## src/rtl/mips_pkg.sv

```systemverilog
// mips_pkg
//   Shared definitions for the multicycle MIPS controller: state encodings,
//   opcode constants, ALU/PC/operand select codes, the packed control-output
//   bundle and the DECODE dispatch helper.
package mips_pkg;

  typedef enum logic [3:0] {
    S_FETCH  = 4'd0,
    S_DECODE = 4'd1,
    S_MEMADR = 4'd2,
    S_MEMRD  = 4'd3,
    S_MEMWB  = 4'd4,
    S_MEMWR  = 4'd5,
    S_EXEC   = 4'd6,
    S_ALUWB  = 4'd7,
    S_BRANCH = 4'd8,
    S_JUMP   = 4'd9,
    S_ADDIEX = 4'd10,
    S_ADDIWB = 4'd11,
    S_TRAP   = 4'd12
  } state_t;

  localparam logic [5:0] OP_RTYPE = 6'b000000;
  localparam logic [5:0] OP_J     = 6'b000010;
  localparam logic [5:0] OP_BEQ   = 6'b000100;
  localparam logic [5:0] OP_BNE   = 6'b000101;
  localparam logic [5:0] OP_ADDI  = 6'b001000;
  localparam logic [5:0] OP_LW    = 6'b100011;
  localparam logic [5:0] OP_SW    = 6'b101011;

  localparam logic [1:0] ALU_OP_ADD   = 2'b00;
  localparam logic [1:0] ALU_OP_SUB   = 2'b01;
  localparam logic [1:0] ALU_OP_FUNCT = 2'b10;

  localparam logic [1:0] PC_SRC_ALU    = 2'b00;
  localparam logic [1:0] PC_SRC_ALUOUT = 2'b01;
  localparam logic [1:0] PC_SRC_JUMP   = 2'b10;

  localparam logic [1:0] SRC_B_REG   = 2'b00;
  localparam logic [1:0] SRC_B_FOUR  = 2'b01;
  localparam logic [1:0] SRC_B_IMM   = 2'b10;
  localparam logic [1:0] SRC_B_BROFF = 2'b11;

  typedef struct packed {
    logic       pc_write;
    logic       pc_write_cond;
    logic       iord;
    logic       mem_read;
    logic       mem_write;
    logic       ir_write;
    logic       mem_to_reg;
    logic       reg_dst;
    logic       reg_write;
    logic       alu_src_a;
    logic       bne;
    logic [1:0] alu_src_b;
    logic [1:0] alu_op;
    logic [1:0] pc_source;
    logic       exc;
  } ctrl_t;

  // Where DECODE dispatches for a given opcode. Unknown opcodes either trap
  // or are retired as a no-op straight back to FETCH.
  function automatic state_t decode_target(input logic [5:0] op, input bit trap_en);
    state_t tgt;
    case (op)
      OP_LW, OP_SW:    tgt = S_MEMADR;
      OP_RTYPE:        tgt = S_EXEC;
      OP_BEQ, OP_BNE:  tgt = S_BRANCH;
      OP_J:            tgt = S_JUMP;
      OP_ADDI:         tgt = S_ADDIEX;
      default:         tgt = trap_en ? S_TRAP : S_FETCH;
    endcase
    return tgt;
  endfunction

endpackage

```

## src/rtl/mips_ctrl_decode.sv

```systemverilog
// mips_ctrl_decode
//   Combinational state -> control-output decode for the multicycle MIPS
//   controller.
// Ports:
//   state       in   current FSM state
//   op_latched  in   opcode captured in DECODE (selects bne in BRANCH)
//   mem_ready   in   memory handshake; qualifies the FETCH IR/PC strobes
//   enable      in   0 forces every output to 0 (used while reset is held)
//   ctrl        out  packed control bundle
module mips_ctrl_decode
  import mips_pkg::*;
(
  input  state_t      state,
  input  logic [5:0]  op_latched,
  input  logic        mem_ready,
  input  logic        enable,
  output ctrl_t       ctrl
);

  always_comb begin
    ctrl = '0;
    case (state)
      S_FETCH: begin
        ctrl.mem_read  = 1'b1;
        ctrl.iord      = 1'b0;
        ctrl.alu_src_a = 1'b0;
        ctrl.alu_src_b = SRC_B_FOUR;
        ctrl.alu_op    = ALU_OP_ADD;
        ctrl.pc_source = PC_SRC_ALU;
        // IR load and PC+4 only commit in the cycle the fetch completes.
        ctrl.ir_write  = mem_ready;
        ctrl.pc_write  = mem_ready;
      end
      S_DECODE: begin
        ctrl.alu_src_a = 1'b0;
        ctrl.alu_src_b = SRC_B_BROFF;
        ctrl.alu_op    = ALU_OP_ADD;
      end
      S_MEMADR: begin
        ctrl.alu_src_a = 1'b1;
        ctrl.alu_src_b = SRC_B_IMM;
        ctrl.alu_op    = ALU_OP_ADD;
      end
      S_MEMRD: begin
        ctrl.mem_read = 1'b1;
        ctrl.iord     = 1'b1;
      end
      S_MEMWB: begin
        ctrl.reg_write  = 1'b1;
        ctrl.mem_to_reg = 1'b1;
        ctrl.reg_dst    = 1'b0;
      end
      S_MEMWR: begin
        ctrl.mem_write = 1'b1;
        ctrl.iord      = 1'b1;
      end
      S_EXEC: begin
        ctrl.alu_src_a = 1'b1;
        ctrl.alu_src_b = SRC_B_REG;
        ctrl.alu_op    = ALU_OP_FUNCT;
      end
      S_ALUWB: begin
        ctrl.reg_write  = 1'b1;
        ctrl.reg_dst    = 1'b1;
        ctrl.mem_to_reg = 1'b0;
      end
      S_BRANCH: begin
        ctrl.alu_src_a     = 1'b1;
        ctrl.alu_src_b     = SRC_B_REG;
        ctrl.alu_op        = ALU_OP_SUB;
        ctrl.pc_write_cond = 1'b1;
        ctrl.pc_source     = PC_SRC_ALUOUT;
        ctrl.bne           = (op_latched == OP_BNE);
      end
      S_JUMP: begin
        ctrl.pc_write  = 1'b1;
        ctrl.pc_source = PC_SRC_JUMP;
      end
      S_ADDIEX: begin
        ctrl.alu_src_a = 1'b1;
        ctrl.alu_src_b = SRC_B_IMM;
        ctrl.alu_op    = ALU_OP_ADD;
      end
      S_ADDIWB: begin
        ctrl.reg_write  = 1'b1;
        ctrl.reg_dst    = 1'b0;
        ctrl.mem_to_reg = 1'b0;
      end
      S_TRAP: begin
        ctrl.exc = 1'b1;
      end
      default: ctrl = '0;
    endcase
    // The reset state register parks in FETCH, whose decode would drive
    // mem_read; gating here keeps every output low for as long as reset is
    // held, and drops them asynchronously the moment it is asserted.
    if (!enable) ctrl = '0;
  end

endmodule

```

## src/rtl/mips_multicycle_ctrl.sv

```systemverilog
// mips_multicycle_ctrl
//   Moore control FSM for a multicycle MIPS datapath (lw, sw, R-type, addi,
//   beq, bne, j). Holds the state register, the opcode latch and next-state
//   logic; output decode lives in mips_ctrl_decode.
// Ports:
//   clk                 in   clock, rising edge
//   res                 in   asynchronous active-low reset
//   opcode[5:0]         in   IR[31:26], sampled in DECODE only
//   mem_ready           in   1 = current memory access completes this cycle
//   pc_write .. bne     out  datapath control strobes
//   alu_src_b/alu_op/pc_source [1:0] out  datapath mux selects
//   state[3:0]          out  current state (debug)
//   exc                 out  trap flag
//
// state  | meaning
// FETCH  | read instruction, PC+4; waits for mem_ready
// DECODE | register read, branch target; dispatch on opcode
// MEMADR | lw/sw effective address
// MEMRD  | data read; waits for mem_ready
// MEMWB  | load writeback
// MEMWR  | data write; waits for mem_ready
// EXEC   | R-type ALU operation
// ALUWB  | R-type writeback
// BRANCH | beq/bne compare and conditional PC write
// JUMP   | unconditional PC write
// ADDIEX | addi ALU operation
// ADDIWB | addi writeback
// TRAP   | unknown opcode; sticky until reset
module mips_multicycle_ctrl
  import mips_pkg::*;
#(
  parameter bit TRAP_EN = 1'b1
) (
  input  logic       clk,
  input  logic       res,
  input  logic [5:0] opcode,
  input  logic       mem_ready,
  output logic       pc_write,
  output logic       pc_write_cond,
  output logic       iord,
  output logic       mem_read,
  output logic       mem_write,
  output logic       ir_write,
  output logic       mem_to_reg,
  output logic       reg_dst,
  output logic       reg_write,
  output logic       alu_src_a,
  output logic       bne,
  output logic [1:0] alu_src_b,
  output logic [1:0] alu_op,
  output logic [1:0] pc_source,
  output logic [3:0] state,
  output logic       exc
);

  state_t     state_q;
  state_t     state_next;
  logic [5:0] op_q;
  ctrl_t      ctrl;

  always_ff @(posedge clk or negedge res) begin
    if (!res) begin
      state_q <= S_FETCH;
      op_q    <= 6'd0;
    end else begin
      state_q <= state_next;
      if (state_q == S_DECODE) op_q <= opcode;
    end
  end

  always_comb begin
    state_next = state_q;
    case (state_q)
      S_FETCH:  if (mem_ready) state_next = S_DECODE;
      S_DECODE: state_next = decode_target(opcode, TRAP_EN);
      // Only lw and sw reach MEMADR, so the latched opcode picks the path.
      S_MEMADR: state_next = (op_q == OP_SW) ? S_MEMWR : S_MEMRD;
      S_MEMRD:  if (mem_ready) state_next = S_MEMWB;
      S_MEMWB:  state_next = S_FETCH;
      S_MEMWR:  if (mem_ready) state_next = S_FETCH;
      S_EXEC:   state_next = S_ALUWB;
      S_ALUWB:  state_next = S_FETCH;
      S_BRANCH: state_next = S_FETCH;
      S_JUMP:   state_next = S_FETCH;
      S_ADDIEX: state_next = S_ADDIWB;
      S_ADDIWB: state_next = S_FETCH;
      S_TRAP:   state_next = S_TRAP;
      default:  state_next = S_FETCH;
    endcase
  end

  mips_ctrl_decode u_decode (
    .state      (state_q),
    .op_latched (op_q),
    .mem_ready  (mem_ready),
    .enable     (res),
    .ctrl       (ctrl)
  );

  assign pc_write      = ctrl.pc_write;
  assign pc_write_cond = ctrl.pc_write_cond;
  assign iord          = ctrl.iord;
  assign mem_read      = ctrl.mem_read;
  assign mem_write     = ctrl.mem_write;
  assign ir_write      = ctrl.ir_write;
  assign mem_to_reg    = ctrl.mem_to_reg;
  assign reg_dst       = ctrl.reg_dst;
  assign reg_write     = ctrl.reg_write;
  assign alu_src_a     = ctrl.alu_src_a;
  assign bne           = ctrl.bne;
  assign alu_src_b     = ctrl.alu_src_b;
  assign alu_op        = ctrl.alu_op;
  assign pc_source     = ctrl.pc_source;
  assign exc           = ctrl.exc;
  assign state         = state_q;

endmodule

```

## config.mk

```make
export PLATFORM = sky130hd
export DESIGN_NAME = mips_multicycle_ctrl
export DESIGN_NICKNAME = d
export VERILOG_FILES = /design/src/rtl/mips_pkg.sv /design/src/rtl/mips_ctrl_decode.sv /design/src/rtl/mips_multicycle_ctrl.sv
export SDC_FILE = /design/constraint.sdc
export NUM_CORES = 1
export LEC_CHECK = 0
export CAP_MARGIN = 30
export CORE_MARGIN = 5
export CORE_UTILIZATION = 43
export CTS_CLUSTER_DIAMETER = 100
export DETAILED_ROUTE_END_ITERATION = 16
export HOLD_SLACK_MARGIN = 0.12
export PLACE_DENSITY = 0.87
export SYNTH_ARGS = -nofsm -noshare
export SYNTH_HDL_FRONTEND = slang
export SYNTH_SLANG_ARGS = --single-unit
```

## constraint.sdc

```tcl
create_clock -name clk -period 1.7 [get_ports clk]
set_input_delay 0.255 -clock clk [delete_from_list [all_inputs] [get_ports clk]]
set_output_delay 0.255 -clock clk [all_outputs]
set_load 0.01 [all_outputs]
```

==> impl_metrics.xml, run 1 <==
<?xml version="1.0" encoding="UTF-8"?>
<metrics>
  <group name="critical_path">
    <metric name="critPathKind" unit="">reg -&gt; out</metric>
    <metric name="rr_worst_depth" unit="">7</metric>
    <metric name="endpoint_kind" unit="">primary output</metric>
    <metric name="cp_max_fo" unit="">8</metric>
    <metric name="worst_r2r_startpoint" unit="">state[3]$_DFFE_PN0P_</metric>
    <metric name="arrival" unit="ns">1.54</metric>
    <metric name="startpoint_type" unit="">register</metric>
    <metric name="worst-r2r-setup-slack" unit="ns">0.05</metric>
    <metric name="crit_path_required_time" unit="ns">1.44</metric>
    <metric name="worst_r2r_endpoint" unit="">state[1]$_DFFE_PN0P_</metric>
  </group>
  <group name="placed_design">
    <metric name="post-place-ws" unit="ns">-0.436</metric>
    <metric name="gpl.final_weighted_congestion" unit="">0.840</metric>
    <metric name="final_hpwl_dp" unit="um">2040</metric>
    <metric name="port_buffers" unit="">30</metric>
    <metric name="postPlaceCellArea" unit="um^2">1280</metric>
  </group>
  <group name="detailed_routing">
    <metric name="post-route-drc-count" unit="">0</metric>
    <metric name="detail_route.wl_per_cell" unit="um">21.6</metric>
    <metric name="routedLengthMet1" unit="um">1410</metric>
    <metric name="post_detailed_routing_wire_length" unit="um">4080</metric>
    <metric name="dr.pass1.iters" unit="">4</metric>
    <metric name="drtIter0Drc" unit="">60</metric>
    <metric name="vias_per_cell" unit="">6.24</metric>
    <metric name="top_layer" unit="">met4</metric>
    <metric name="via_count" unit="">1180</metric>
    <metric name="met3RoutedLength" unit="um">404</metric>
    <metric name="final_antenna_net_count" unit="">0</metric>
    <metric name="route.met2.wl" unit="um">2020</metric>
  </group>
  <group name="synthesis">
    <metric name="syn-instance-count" unit="">95</metric>
    <metric name="synth_fp_nets" unit="">104</metric>
    <metric name="edff_count_synth" unit="">0</metric>
    <metric name="synth_cell_type_count" unit="">36</metric>
    <metric name="netlist_area" unit="um^2">812</metric>
    <metric name="postSynth.asyncResetShare" unit="%">100</metric>
    <metric name="synth-warning-count" unit="">0</metric>
    <metric name="synth-seq-cells" unit="">10</metric>
    <metric name="postSynthAreaPerCell" unit="um^2">8.55</metric>
    <metric name="synth.yosys.seq_area_share" unit="%">30.8</metric>
    <metric name="synth_flop_cell" unit="">dfrtp_1</metric>
  </group>
  <group name="finish">
    <metric name="final_area" unit="um^2">1560</metric>
    <metric name="antenna-diode-count" unit="">0</metric>
    <metric name="flow.area_growth_from_synthesis" unit="%">91.7</metric>
    <metric name="nets" unit="">174</metric>
    <metric name="final_layout_size_suffix_gt1_share" unit="%">58.5</metric>
  </group>
  <group name="timing">
    <metric name="grt_setup_unrepaired" unit="">true</metric>
    <metric name="tns" unit="ns">-0.383</metric>
    <metric name="final-max-slew-violation-count" unit="">0</metric>
    <metric name="final-setup-viol-count" unit="">8</metric>
    <metric name="relSlewSlack" unit="%">70.8</metric>
    <metric name="final_period_minus_worst_setup_slack" unit="ns">1.79</metric>
    <metric name="fin_ws" unit="ns">-0.0910</metric>
    <metric name="timing.final.hold_violations" unit="">0</metric>
    <metric name="min_period_over_period" unit="%">105</metric>
    <metric name="tightest_slew" unit="ns">0.432</metric>
    <metric name="final.hold.worst_slack" unit="ns">0.180</metric>
    <metric name="max_freq" unit="MHz">558</metric>
    <metric name="finalClockSkew" unit="ns">0.00599</metric>
  </group>
  <group name="die">
    <metric name="die-height" unit="um">53.5</metric>
    <metric name="dieArea" unit="um^2">2860</metric>
    <metric name="floorplan_die_width" unit="um">53.5</metric>
    <metric name="boundaryPins" unit="">31</metric>
    <metric name="initial_core_util" unit="%">46.0</metric>
    <metric name="core_area" unit="um^2">1760</metric>
    <metric name="placement_rows" unit="">15</metric>
  </group>
  <group name="grt">
    <metric name="antenna_found_initial" unit="">0</metric>
    <metric name="grt_overflow_total" unit="">0</metric>
    <metric name="grt_pass1_wl" unit="um">4730</metric>
    <metric name="pin_count_of_the_biggest_net_entering_global_routing" unit="">13</metric>
    <metric name="globalRouteTotalUtil" unit="%">23.5</metric>
    <metric name="number_of_global_route_vias_before_repair" unit="">1031</metric>
  </group>
  <group name="run_status">
    <metric name="result_of_the_run" unit="">complete, but fails checks</metric>
    <metric name="failed_checks" unit="">negative setup slack</metric>
  </group>
  <group name="job">
    <metric name="drv.max_cap_violation_count" unit="">0</metric>
  </group>
  <group name="worst_hold_path">
    <metric name="min-delay-path-class" unit="">in -&gt; async</metric>
  </group>
  <group name="power_and_ir_drop">
    <metric name="static-leakage-power" unit="uW">0.000732</metric>
    <metric name="peakVddDrop" unit="V">0.00106</metric>
    <metric name="fin_total_pwr" unit="uW">2420</metric>
    <metric name="power.density" unit="nW/um^2">1550</metric>
  </group>
  <group name="clocking">
    <metric name="clkSlewWorstSetupHoldPaths" unit="ns">0.07</metric>
    <metric name="tritoncts.num_buffers" unit="">3</metric>
    <metric name="root_buffer_cell" unit="">clkbuf_4</metric>
    <metric name="cts.path.max_buffers" unit="">2</metric>
    <metric name="clock_latency" unit="ns">0.27</metric>
    <metric name="h-tree-depth" unit="">1</metric>
    <metric name="cts_tree" unit="">done</metric>
    <metric name="cts_hold_repair.buffers" unit="">0</metric>
    <metric name="clock-sinks" unit="">10</metric>
  </group>
</metrics>
==> where the power goes <==
part           total (uW)  internal, uW  switching [uW]  leakage, uW
logic                1730           927             799     0.000591
clock network         221           130            90.4    0.0000210
registers             470           349             121     0.000121
total                2420          1410            1010     0.000732
==> area by class of cell <==
type / instances / area, um^2
Sequential cell: 10 / 253
Inverter: 4 / 25.0
Clock buffer: 4 / 36.3
Tap cell: 25 / 31.3
Timing Repair Buffer: 72 / 579
Fill cell: 90 / 208
Multi-Input combinational cell: 74 / 632
==> metrics by stage <==
step,instances,utilization [%]
finish,189,88.2
detailed placement,167,72.8
CTS,181,80.4
floorplan,95,-
global route,189,88.2
global placement,167,72.8
==> kinds of logic (layout without fill, tap and decap cells) <==
kind of cell | count (synthesis) | after routing | synth area share (%)
buf+inv | 11 | 80 | 6.62
xor+xnor | 3 | 3 | 3.24
mux | 7 | 7 | 9.55
simple gates | 47 | 47 | 35.0
flops | 10 | 10 | 30.8
compound gates | 17 | 17 | 14.8
==> registers in the layout, summed over array words and instances (netlist names) <==
name / count
op_q: 6
state: 4
==> worst max-delay path, stage by stage, from the launching register on <==
cell and delay (ns):
dfrtp_1 0.41, buf_6 0.18, nand2b_4 0.16, buf_6 0.10, nand3_1 0.09, nor2_1 0.17
buf_2 0.17
==> cell usage in the layout (no fill, tap or decap), drive strengths merged, types with 2 or more instances in the layout <==
master	count
a21oi	4
and2	2
and3	3
buf	54
clkbuf	10
clkdlybuf4s50	8
dfrtp	10
dlygate4sd2	3
inv	4
mux2	6
nand2	5
nand2b	4
nand3	3
nor2	8
nor2b	5
nor3	5
nor4	2
nor4b	4
o2111ai	2
o21ai	3
o22ai	2
or2	2
xnor2	2
==> synth_stat cells (2+ instances only) <==
library cell,n,area (um^2)
buf_4,2,15.0
o22ai_1,2,12.5
o21ai_0,2,10.0
dfrtp_1,10,250
a21oi_1,4,20.0
and2_1,2,12.5
nor2_1,8,30.0
nor4_1,2,12.5
nor3_1,5,25.0
nand3_1,3,15.0
mux2_2,6,67.6
buf_2,4,20.0
nand2_1,5,18.8
nor4b_1,3,26.3
nor2b_1,5,31.3
inv_1,4,15.0
o2111ai_1,2,17.5
and3_1,3,18.8
nand2b_1,4,25.0
xnor2_1,2,17.5
or2_2,2,12.5
==> repair_timing <==
| action | CTS | global route |
|---|---|---|
| endpoints found under the hold margin | 0 | 0 |
| pin swaps | 6 | 10 |
| cloned | 0 | 1 |
| setup endpoints to repair | 19 | 26 |
| setup buffers | 10 | 9 |
| gates resized for setup | 82 | 38 |
==> layer usage <==
metal  vias up  GRT usage, %
li1        487             -
met1       556          22.7
met2       107          44.5
met3        30          4.23
met4         0          14.9
met5         -             0
==> worst max-delay path by stage <==
stage                                     from         to  slack [ns]  cells after the start
after global placement                     res   pc_write       -0.39                      5
after detailed placement                   res   pc_write       -0.44                      5
final                     state[1]$_DFFE_PN0P_   mem_read       -0.09                      6
after CTS                 state[1]$_DFFE_PN0P_  reg_write       -0.04                      7
after global routing      state[1]$_DFFE_PN0P_   mem_read       -0.15                      6
after floorplan           state[0]$_DFFE_PN0P_        bne        0.13                      4
Power figures use the tool's default switching activity.
==> run 2: changes to the inputs <==
--- a/config.mk
+++ b/config.mk
@@ -12,6 +12,7 @@
 export DETAILED_ROUTE_END_ITERATION = 16
 export HOLD_SLACK_MARGIN = 0.12
 export PLACE_DENSITY = 0.87
+export RECOVER_POWER = 100
 export SYNTH_ARGS = -nofsm -noshare
 export SYNTH_HDL_FRONTEND = slang
 export SYNTH_SLANG_ARGS = --single-unit
==> run 2 against run 1 <==
  * The run still ends with negative setup slack left
  * Largest cell class unchanged
  * Clock-buffer cell count unchanged
  * Clock power about the same
  * Global-route usage unchanged
  * Core utilization decreased by 0.43 points
  * Register-to-register slack about the same
  * Critical endpoint is now pc_write
  * Sequential share of layout area increased by 0.079 points
==> impl_metrics.xml, run 2 (synthesized netlist as in run 1, its figures left out) <==
<?xml version="1.0" encoding="UTF-8"?>
<metrics>
  <group name="placed_design">
    <metric name="dpl.cell_count" unit="">167</metric>
    <metric name="port_buffers" unit="">30</metric>
    <metric name="gpl.final_weighted_congestion" unit="">0.840</metric>
    <metric name="postPlaceCellArea" unit="um^2">1280</metric>
    <metric name="final_hpwl_dp" unit="um">2040</metric>
  </group>
  <group name="finish">
    <metric name="final_util" unit="%">87.8</metric>
    <metric name="top_register" unit="">op_q</metric>
    <metric name="nets" unit="">174</metric>
    <metric name="largest_reg_flops" unit="">6</metric>
    <metric name="layout.cells.most_common_list" unit="">29 x buf_4, 12 x buf_6, 10 x buf_2</metric>
    <metric name="commonest_non_fill_non_tap_cell_in_the_layout" unit="">buf_4</metric>
    <metric name="final_area" unit="um^2">1550</metric>
    <metric name="multiInputGateArea" unit="um^2">632</metric>
    <metric name="instances_no_fill" unit="">189</metric>
    <metric name="final_layout_size_suffix_gt1_share" unit="%">57.3</metric>
    <metric name="fill_cells" unit="">94</metric>
    <metric name="register_area" unit="um^2">253</metric>
    <metric name="flow.area_growth_from_synthesis" unit="%">90.8</metric>
    <metric name="antenna-diode-count" unit="">0</metric>
  </group>
  <group name="grt">
    <metric name="number_of_global_route_vias_before_repair" unit="">1031</metric>
    <metric name="grt_pass1_wl" unit="um">4730</metric>
    <metric name="grt_overflow_total" unit="">0</metric>
    <metric name="antenna_found_initial" unit="">0</metric>
    <metric name="pin_count_of_the_biggest_net_entering_global_routing" unit="">13</metric>
    <metric name="globalRouteTotalUtil" unit="%">23.5</metric>
  </group>
  <group name="critical_path">
    <metric name="crit_path_required_time" unit="ns">1.44</metric>
    <metric name="critPathKind" unit="">reg -&gt; out</metric>
    <metric name="worst_r2r_startpoint" unit="">state[3]$_DFFE_PN0P_</metric>
    <metric name="cp_max_fo" unit="">4</metric>
    <metric name="startpoint_type" unit="">register</metric>
    <metric name="endpoint_kind" unit="">primary output</metric>
    <metric name="rr_worst_depth" unit="">7</metric>
    <metric name="arrival" unit="ns">1.54</metric>
    <metric name="worst_r2r_endpoint" unit="">state[1]$_DFFE_PN0P_</metric>
    <metric name="worst-r2r-setup-slack" unit="ns">0.04</metric>
  </group>
  <group name="power_and_ir_drop">
    <metric name="power.density" unit="nW/um^2">1560</metric>
    <metric name="static-leakage-power" unit="uW">0.000725</metric>
    <metric name="peakVddDrop" unit="V">0.00106</metric>
    <metric name="fin_total_pwr" unit="uW">2420</metric>
  </group>
  <group name="clocking">
    <metric name="clock-sinks" unit="">10</metric>
    <metric name="clock_latency" unit="ns">0.27</metric>
    <metric name="cts_tree" unit="">done</metric>
    <metric name="tritoncts.num_buffers" unit="">3</metric>
    <metric name="h-tree-depth" unit="">1</metric>
    <metric name="clkSlewWorstSetupHoldPaths" unit="ns">0.07</metric>
    <metric name="cts.path.max_buffers" unit="">2</metric>
    <metric name="root_buffer_cell" unit="">clkbuf_4</metric>
  </group>
  <group name="detailed_routing">
    <metric name="post_detailed_routing_wire_length" unit="um">4140</metric>
    <metric name="final_antenna_net_count" unit="">0</metric>
    <metric name="detail_route.wl_per_cell" unit="um">21.9</metric>
    <metric name="vias_per_cell" unit="">6.34</metric>
    <metric name="post-route-drc-count" unit="">0</metric>
    <metric name="via_count" unit="">1198</metric>
    <metric name="dr.pass1.iters" unit="">4</metric>
    <metric name="drtIter0Drc" unit="">92</metric>
  </group>
  <group name="die">
    <metric name="dieArea" unit="um^2">2860</metric>
    <metric name="floorplan_die_width" unit="um">53.5</metric>
    <metric name="boundaryPins" unit="">31</metric>
    <metric name="die-height" unit="um">53.5</metric>
    <metric name="core_area" unit="um^2">1760</metric>
    <metric name="placement_rows" unit="">15</metric>
    <metric name="initial_core_util" unit="%">46.0</metric>
  </group>
  <group name="timing">
    <metric name="max_freq" unit="MHz">557</metric>
    <metric name="final-max-slew-violation-count" unit="">0</metric>
    <metric name="fin_ws" unit="ns">-0.0938</metric>
    <metric name="min_period_over_period" unit="%">106</metric>
    <metric name="timing.final.hold_violations" unit="">0</metric>
    <metric name="finalClockSkew" unit="ns">0.00300</metric>
    <metric name="final-setup-viol-count" unit="">7</metric>
    <metric name="relSlewSlack" unit="%">70.9</metric>
    <metric name="final_period_minus_worst_setup_slack" unit="ns">1.79</metric>
    <metric name="grt_setup_unrepaired" unit="">true</metric>
    <metric name="tightest_slew" unit="ns">0.431</metric>
  </group>
  <group name="worst_hold_path">
    <metric name="min-delay-path-class" unit="">in -&gt; async</metric>
  </group>
  <group name="run_status">
    <metric name="failed_checks" unit="">negative setup slack</metric>
    <metric name="result_of_the_run" unit="">complete, but fails checks</metric>
  </group>
  <group name="job">
    <metric name="drv.max_cap_violation_count" unit="">0</metric>
  </group>
</metrics>
==> run 2: power breakdown <==
part	internal, uW	switching, uW
clock network	130	89.8
logic	925	801
registers	349	125
total	1400	1020
==> run 2: timing repair <==
item,CTS,global route
hold buffers,0,0
pin swaps,6,10
setup endpoints to repair,19,26
setup buffers,10,9
gates resized for setup,82,38
gates cloned,0,1
==> run 2: worst max-delay path by stage <==
| stage | startpoint | slack, ns | to |
|---|---|---|---|
| 2_1_floorplan | state[0]$_DFFE_PN0P_ | 0.13 | bne |
| 3_3_place_gp | res | -0.39 | pc_write |
| 3_5_place_dp | res | -0.44 | pc_write |
| 4_1_cts | state[1]$_DFFE_PN0P_ | -0.04 | reg_write |
| 5_1_grt | state[1]$_DFFE_PN0P_ | -0.15 | mem_read |
| 6_report | state[2]$_DFFE_PN0P_ | -0.09 | pc_write |
==> run 2: cell type report <==
cell class | count | area share [%]
multi-input cells | 74 | 40.8
repair buffers | 72 | 36.9
flip-flops and latches | 10 | 16.3
well taps | 25 | 2.02
inverters | 4 | 1.62
clock buffers | 4 | 2.34
==> run 2: worst max-delay path, stage by stage (launching register included) <==
cell and delay, ns:
dfrtp_2 0.46, buf_6 0.15, buf_4 0.13, nor3_2 0.26, or2_4 0.17, buf_6 0.09
==> run 2: routing by layer <==
metal,share of wire (%),GRT usage [%],up-vias
li1,-,-,488
met1,35,22.7,566
met2,49,44.5,104
met3,9.8,4.23,40
met4,6.3,14.9,0
met5,0,0,-
==> run 2: per-stage QoR <==
stage,TNS [ns],setup WS [ns],hold WS (ns)
2_1_floorplan,0,0.131,-0.0406
3_3_place_gp,-5.21,-0.392,0.482
3_5_place_dp,-6.02,-0.436,0.493
4_1_cts,-0.0735,-0.0383,0.125
5_1_grt,-1.03,-0.148,0.261
6_report,-0.403,-0.0938,0.226
==> run 3: changes to the inputs <==
--- a/config.mk
+++ b/config.mk
@@ -13,6 +13,7 @@
 export HOLD_SLACK_MARGIN = 0.12
 export PLACE_DENSITY = 0.87
 export RECOVER_POWER = 100
+export SETUP_SLACK_MARGIN = 0.15
 export SYNTH_ARGS = -nofsm -noshare
 export SYNTH_HDL_FRONTEND = slang
 export SYNTH_SLANG_ARGS = --single-unit
==> run 3 against run 2 <==
  * The run now fails in global routing (5_1_grt)
  * Synthesized area did not move
  * Synthesized cell count did not move
==> impl_metrics.xml, run 3 <==
<?xml version="1.0" encoding="UTF-8"?>
<metrics>
  <group name="run_status">
    <metric name="result_of_the_run" unit="">did not finish</metric>
    <metric name="failing_step" unit="">global routing (5_1_grt)</metric>
    <metric name="stop_error" unit="">[ERROR DPL-0033] detailed placement checks failed during check placement.</metric>
  </group>
  <group name="placed_design">
    <metric name="post-place-ws" unit="ns">-0.402</metric>
    <metric name="port_buffers" unit="">30</metric>
    <metric name="final_hpwl_dp" unit="um">1890</metric>
    <metric name="gpl.final_weighted_congestion" unit="">0.800</metric>
    <metric name="postPlaceCellArea" unit="um^2">1280</metric>
  </group>
  <group name="synthesis">
    <metric name="synth-warning-count" unit="">0</metric>
    <metric name="synth-seq-cells" unit="">10</metric>
    <metric name="edff_count_synth" unit="">0</metric>
    <metric name="post-synth-top-area-cell" unit="">dfrtp_1</metric>
    <metric name="syn-instance-count" unit="">95</metric>
    <metric name="synth_top_cell_area_share" unit="%">30.8</metric>
    <metric name="postSynth.asyncResetShare" unit="%">100</metric>
    <metric name="netlist_area" unit="um^2">812</metric>
    <metric name="post_synth_main_area_contributors" unit="">dfrtp_1 31%, mux2_2 8.3%, nor2b_1 3.9%, nor2_1 3.7%, nor4b_1 3.2%</metric>
    <metric name="synth_cell_type_count" unit="">36</metric>
    <metric name="postSynthAreaPerCell" unit="um^2">8.55</metric>
    <metric name="synth.yosys.seq_area_share" unit="%">30.8</metric>
    <metric name="library_cell_with_the_highest_instance_count_after_synthesis" unit="">dfrtp_1</metric>
    <metric name="synth_flop_cell" unit="">dfrtp_1</metric>
    <metric name="synth_fp_nets" unit="">104</metric>
    <metric name="synth_common_cells" unit="">10 x dfrtp_1, 8 x nor2_1, 6 x mux2_2</metric>
  </group>
  <group name="clocking">
    <metric name="cts_hold_repair.buffers" unit="">0</metric>
    <metric name="tritoncts.num_buffers" unit="">3</metric>
    <metric name="h-tree-depth" unit="">1</metric>
    <metric name="root_buffer_cell" unit="">clkbuf_4</metric>
    <metric name="cts.path.max_buffers" unit="">2</metric>
    <metric name="clock-sinks" unit="">10</metric>
  </group>
  <group name="die">
    <metric name="initial_core_util" unit="%">46.0</metric>
    <metric name="die-height" unit="um">53.5</metric>
    <metric name="placement_rows" unit="">15</metric>
    <metric name="boundaryPins" unit="">31</metric>
    <metric name="floorplan_die_width" unit="um">53.5</metric>
  </group>
  <group name="timing">
    <metric name="worstEndpointType" unit="">primary output</metric>
    <metric name="worstEndpointGrtRepair" unit="">pc_write</metric>
  </group>
  <group name="grt">
    <metric name="antenna_found_initial" unit="">0</metric>
    <metric name="pin_count_of_the_biggest_net_entering_global_routing" unit="">15</metric>
  </group>
</metrics>
[run 3: through the flow]
| step | instances | hold WS (ns) | utilization (%) |
|---|---|---|---|
| 3_5_place_dp | 166 | 0.501 | 72.6 |
| 3_3_place_gp | 166 | 0.489 | 72.6 |
| 2_1_floorplan | 95 | -0.0406 | - |
| 4_1_cts | 186 | 0.171 | 88.3 |
[run 3: what timing repair did]
item                                    CTS
pin swaps                                13
gates resized for setup                 131
buffers inserted                         16
endpoints found under the setup margin   22
[run 3: logic make-up after synthesis]
group | Yosys count | share of synthesized area, %
AND/OR/NAND/NOR | 47 | 35.0
AO/OA/AOI/OAI | 17 | 14.8
buffers and inverters | 11 | 6.62
flip-flops | 10 | 30.8
multiplexers | 7 | 9.55
XOR/XNOR | 3 | 3.24
==> run 4: changes to the inputs <==
--- a/config.mk
+++ b/config.mk
@@ -6,14 +6,11 @@
 export NUM_CORES = 1
 export LEC_CHECK = 0
 export CAP_MARGIN = 30
-export CORE_MARGIN = 5
-export CORE_UTILIZATION = 43
-export CTS_CLUSTER_DIAMETER = 100
+export CORE_AREA = 5 5 66 68
 export DETAILED_ROUTE_END_ITERATION = 16
-export HOLD_SLACK_MARGIN = 0.12
-export PLACE_DENSITY = 0.87
+export DIE_AREA = 0 0 71 73
+export PLACE_DENSITY_LB_ADDON = 0.15
 export RECOVER_POWER = 100
-export SETUP_SLACK_MARGIN = 0.15
 export SYNTH_ARGS = -nofsm -noshare
 export SYNTH_HDL_FRONTEND = slang
 export SYNTH_SLANG_ARGS = --single-unit
==> run 4 against run 3 <==
  * The flow now finishes, with violations (negative setup slack)
==> impl_metrics.xml, run 4 (synthesized netlist as in run 1, its figures left out) <==
<?xml version="1.0" encoding="UTF-8"?>
<metrics>
  <group name="run_status">
    <metric name="result_of_the_run" unit="">complete, but fails checks</metric>
    <metric name="failed_checks" unit="">negative setup slack</metric>
  </group>
  <group name="clocking">
    <metric name="h-tree-depth" unit="">1</metric>
    <metric name="clock-sinks" unit="">10</metric>
    <metric name="root_buffer_cell" unit="">clkbuf_8</metric>
    <metric name="tritoncts.num_buffers" unit="">3</metric>
    <metric name="clkSlewWorstSetupHoldPaths" unit="ns">0.05</metric>
    <metric name="clock_latency" unit="ns">0.23</metric>
    <metric name="cts.path.max_buffers" unit="">2</metric>
    <metric name="cts_tree" unit="">done</metric>
  </group>
  <group name="power_and_ir_drop">
    <metric name="peakVddDrop" unit="V">0.000655</metric>
    <metric name="static-leakage-power" unit="uW">0.000751</metric>
    <metric name="power.density" unit="nW/um^2">1460</metric>
  </group>
  <group name="timing">
    <metric name="final-setup-viol-count" unit="">7</metric>
    <metric name="min_period_over_period" unit="%">103</metric>
    <metric name="final_period_minus_worst_setup_slack" unit="ns">1.75</metric>
    <metric name="final.hold.worst_slack" unit="ns">0.160</metric>
    <metric name="grt_setup_unrepaired" unit="">true</metric>
    <metric name="timing.final.hold_violations" unit="">0</metric>
    <metric name="tightest_slew" unit="ns">0.393</metric>
    <metric name="finalClockSkew" unit="ns">0.00223</metric>
    <metric name="relSlewSlack" unit="%">73.4</metric>
    <metric name="final-max-slew-violation-count" unit="">0</metric>
    <metric name="fin_ws" unit="ns">-0.0504</metric>
    <metric name="max_freq" unit="MHz">571</metric>
  </group>
  <group name="critical_path">
    <metric name="startpoint_type" unit="">register</metric>
    <metric name="cp.buffers_inverters" unit="">4</metric>
    <metric name="crit_top_cell" unit="">buf_6</metric>
    <metric name="cp_max_fo" unit="">3</metric>
    <metric name="path_cells" unit="">buf_6, buf_6, buf_6, xnor2_2, o22ai_2, and2_1, buf_2</metric>
    <metric name="crit_path_required_time" unit="ns">1.44</metric>
    <metric name="critPathKind" unit="">reg -&gt; out</metric>
    <metric name="critical_path.top_delay_family" unit="">buffers and inverters</metric>
    <metric name="critPathMaxStageDelay" unit="ns">0.38</metric>
    <metric name="endpoint_kind" unit="">primary output</metric>
    <metric name="worst_path_slowest_cell" unit="">dfrtp_1</metric>
    <metric name="arrival" unit="ns">1.50</metric>
  </group>
  <group name="detailed_routing">
    <metric name="via_count" unit="">999</metric>
    <metric name="drtIter0Drc" unit="">48</metric>
    <metric name="final_antenna_net_count" unit="">0</metric>
    <metric name="post-route-drc-count" unit="">0</metric>
    <metric name="vias_per_cell" unit="">4.63</metric>
    <metric name="dr.pass1.iters" unit="">4</metric>
    <metric name="post_detailed_routing_wire_length" unit="um">3060</metric>
    <metric name="detail_route.wl_per_cell" unit="um">14.2</metric>
  </group>
  <group name="worst_hold_path">
    <metric name="min-delay-path-class" unit="">in -&gt; async</metric>
  </group>
  <group name="die">
    <metric name="floorplan_die_width" unit="um">71</metric>
    <metric name="boundaryPins" unit="">31</metric>
    <metric name="placement_rows" unit="">23</metric>
    <metric name="die-height" unit="um">73</metric>
    <metric name="core_area" unit="um^2">3800</metric>
    <metric name="dieArea" unit="um^2">5180</metric>
    <metric name="initial_core_util" unit="%">21.4</metric>
  </group>
  <group name="grt">
    <metric name="globalRouteTotalUtil" unit="%">11.2</metric>
    <metric name="grt_overflow_total" unit="">0</metric>
    <metric name="number_of_global_route_vias_before_repair" unit="">1009</metric>
    <metric name="pin_count_of_the_biggest_net_entering_global_routing" unit="">14</metric>
    <metric name="grt_pass1_wl" unit="um">4660</metric>
    <metric name="antenna_found_initial" unit="">0</metric>
  </group>
  <group name="finish">
    <metric name="final_layout_size_suffix_gt1_share" unit="%">55.4</metric>
    <metric name="nets" unit="">177</metric>
    <metric name="layout.cells.most_common_list" unit="">38 x buf_4, 10 x buf_2, 9 x clkdlybuf4s50_1, 9 x dfrtp_1, 9 x buf_6</metric>
    <metric name="multiInputGateArea" unit="um^2">639</metric>
    <metric name="top_register" unit="">op_q</metric>
    <metric name="antenna-diode-count" unit="">0</metric>
    <metric name="largest_reg_flops" unit="">6</metric>
    <metric name="fill_cells" unit="">401</metric>
    <metric name="commonest_non_fill_non_tap_cell_in_the_layout" unit="">buf_4</metric>
    <metric name="register_area" unit="um^2">251</metric>
    <metric name="final_area" unit="um^2">1600</metric>
    <metric name="flow.area_growth_from_synthesis" unit="%">97.5</metric>
  </group>
  <group name="placed_design">
    <metric name="gpl.final_weighted_congestion" unit="">0.760</metric>
    <metric name="final_hpwl_dp" unit="um">2230</metric>
    <metric name="postPlaceCellArea" unit="um^2">1350</metric>
    <metric name="port_buffers" unit="">30</metric>
  </group>
  <group name="job">
    <metric name="drv.max_cap_violation_count" unit="">0</metric>
  </group>
</metrics>
[run 4: area by class of cell]
class                      count  share of cell area [%]
timing repair buffer          75                    37.1
sequential                    10                    15.7
clock buffer                   3                    2.57
tap                           50                    3.90
inverter                       4                   0.936
multi-input combinational     74                    39.9
[run 4: routing by layer]
layer / up-vias / routed length [um] / GRT usage [%]
met1: 466 / 1380 / 13.8
met3: 8 / 196 / 2.62
li1: 492 / - / -
met5: - / 0 / 0
met2: 33 / 1400 / 18.7
met4: 0 / 81 / 4.80
[run 4: final timing paths]
kind,from,endpoint,slack [ns],cells past startpoint
setup / recovery,state[2]$_DFFE_PN0P_,reg_write,-0.05,7
hold / removal,res,op_q[2]$_DFFE_PN0P_,0.16,2
setup reg to reg,state[2]$_DFFE_PN0P_,op_q[1]$_DFFE_PN0P_,-0.03,7
hold reg to reg,op_q[0]$_DFFE_PN0P_,op_q[0]$_DFFE_PN0P_,0.50,1
max in group asynchronous,res,state[3]$_DFFE_PN0P_,1.40,2
min in group clk,op_q[0]$_DFFE_PN0P_,op_q[0]$_DFFE_PN0P_,0.50,1
[run 4: stage by stage]
| step | total power [uW] | cells | util (%) | setup slack [ns] | setup TNS (ns) |
|---|---|---|---|---|---|
| 2_1_floorplan | 1030 | 95 | - | 0.131 | 0 |
| 4_1_cts | 2170 | 210 | 40.1 | -0.0478 | -0.306 |
| 5_1_grt | 2490 | 216 | 42.2 | -0.0789 | -0.757 |
| 3_3_place_gp | 1670 | 197 | 35.6 | -0.447 | -6.03 |
| 6_report | 2340 | 216 | 42.2 | -0.0504 | -0.203 |
| 3_5_place_dp | 1670 | 197 | 35.6 | -0.460 | -6.18 |
[run 4: report_power, final]
group	switching, uW	internal [uW]
clock network	91.7	155
registers	78.0	349
logic	681	984
[run 4: what timing repair did]
action | 4_1_cts | 5_1_grt
setup endpoints to repair | 18 | 23
buffers inserted | 12 | 7
hold buffers | 0 | 0
gates cloned | 0 | 0
resized for setup | 78 | 27
pin swaps | 6 | 6
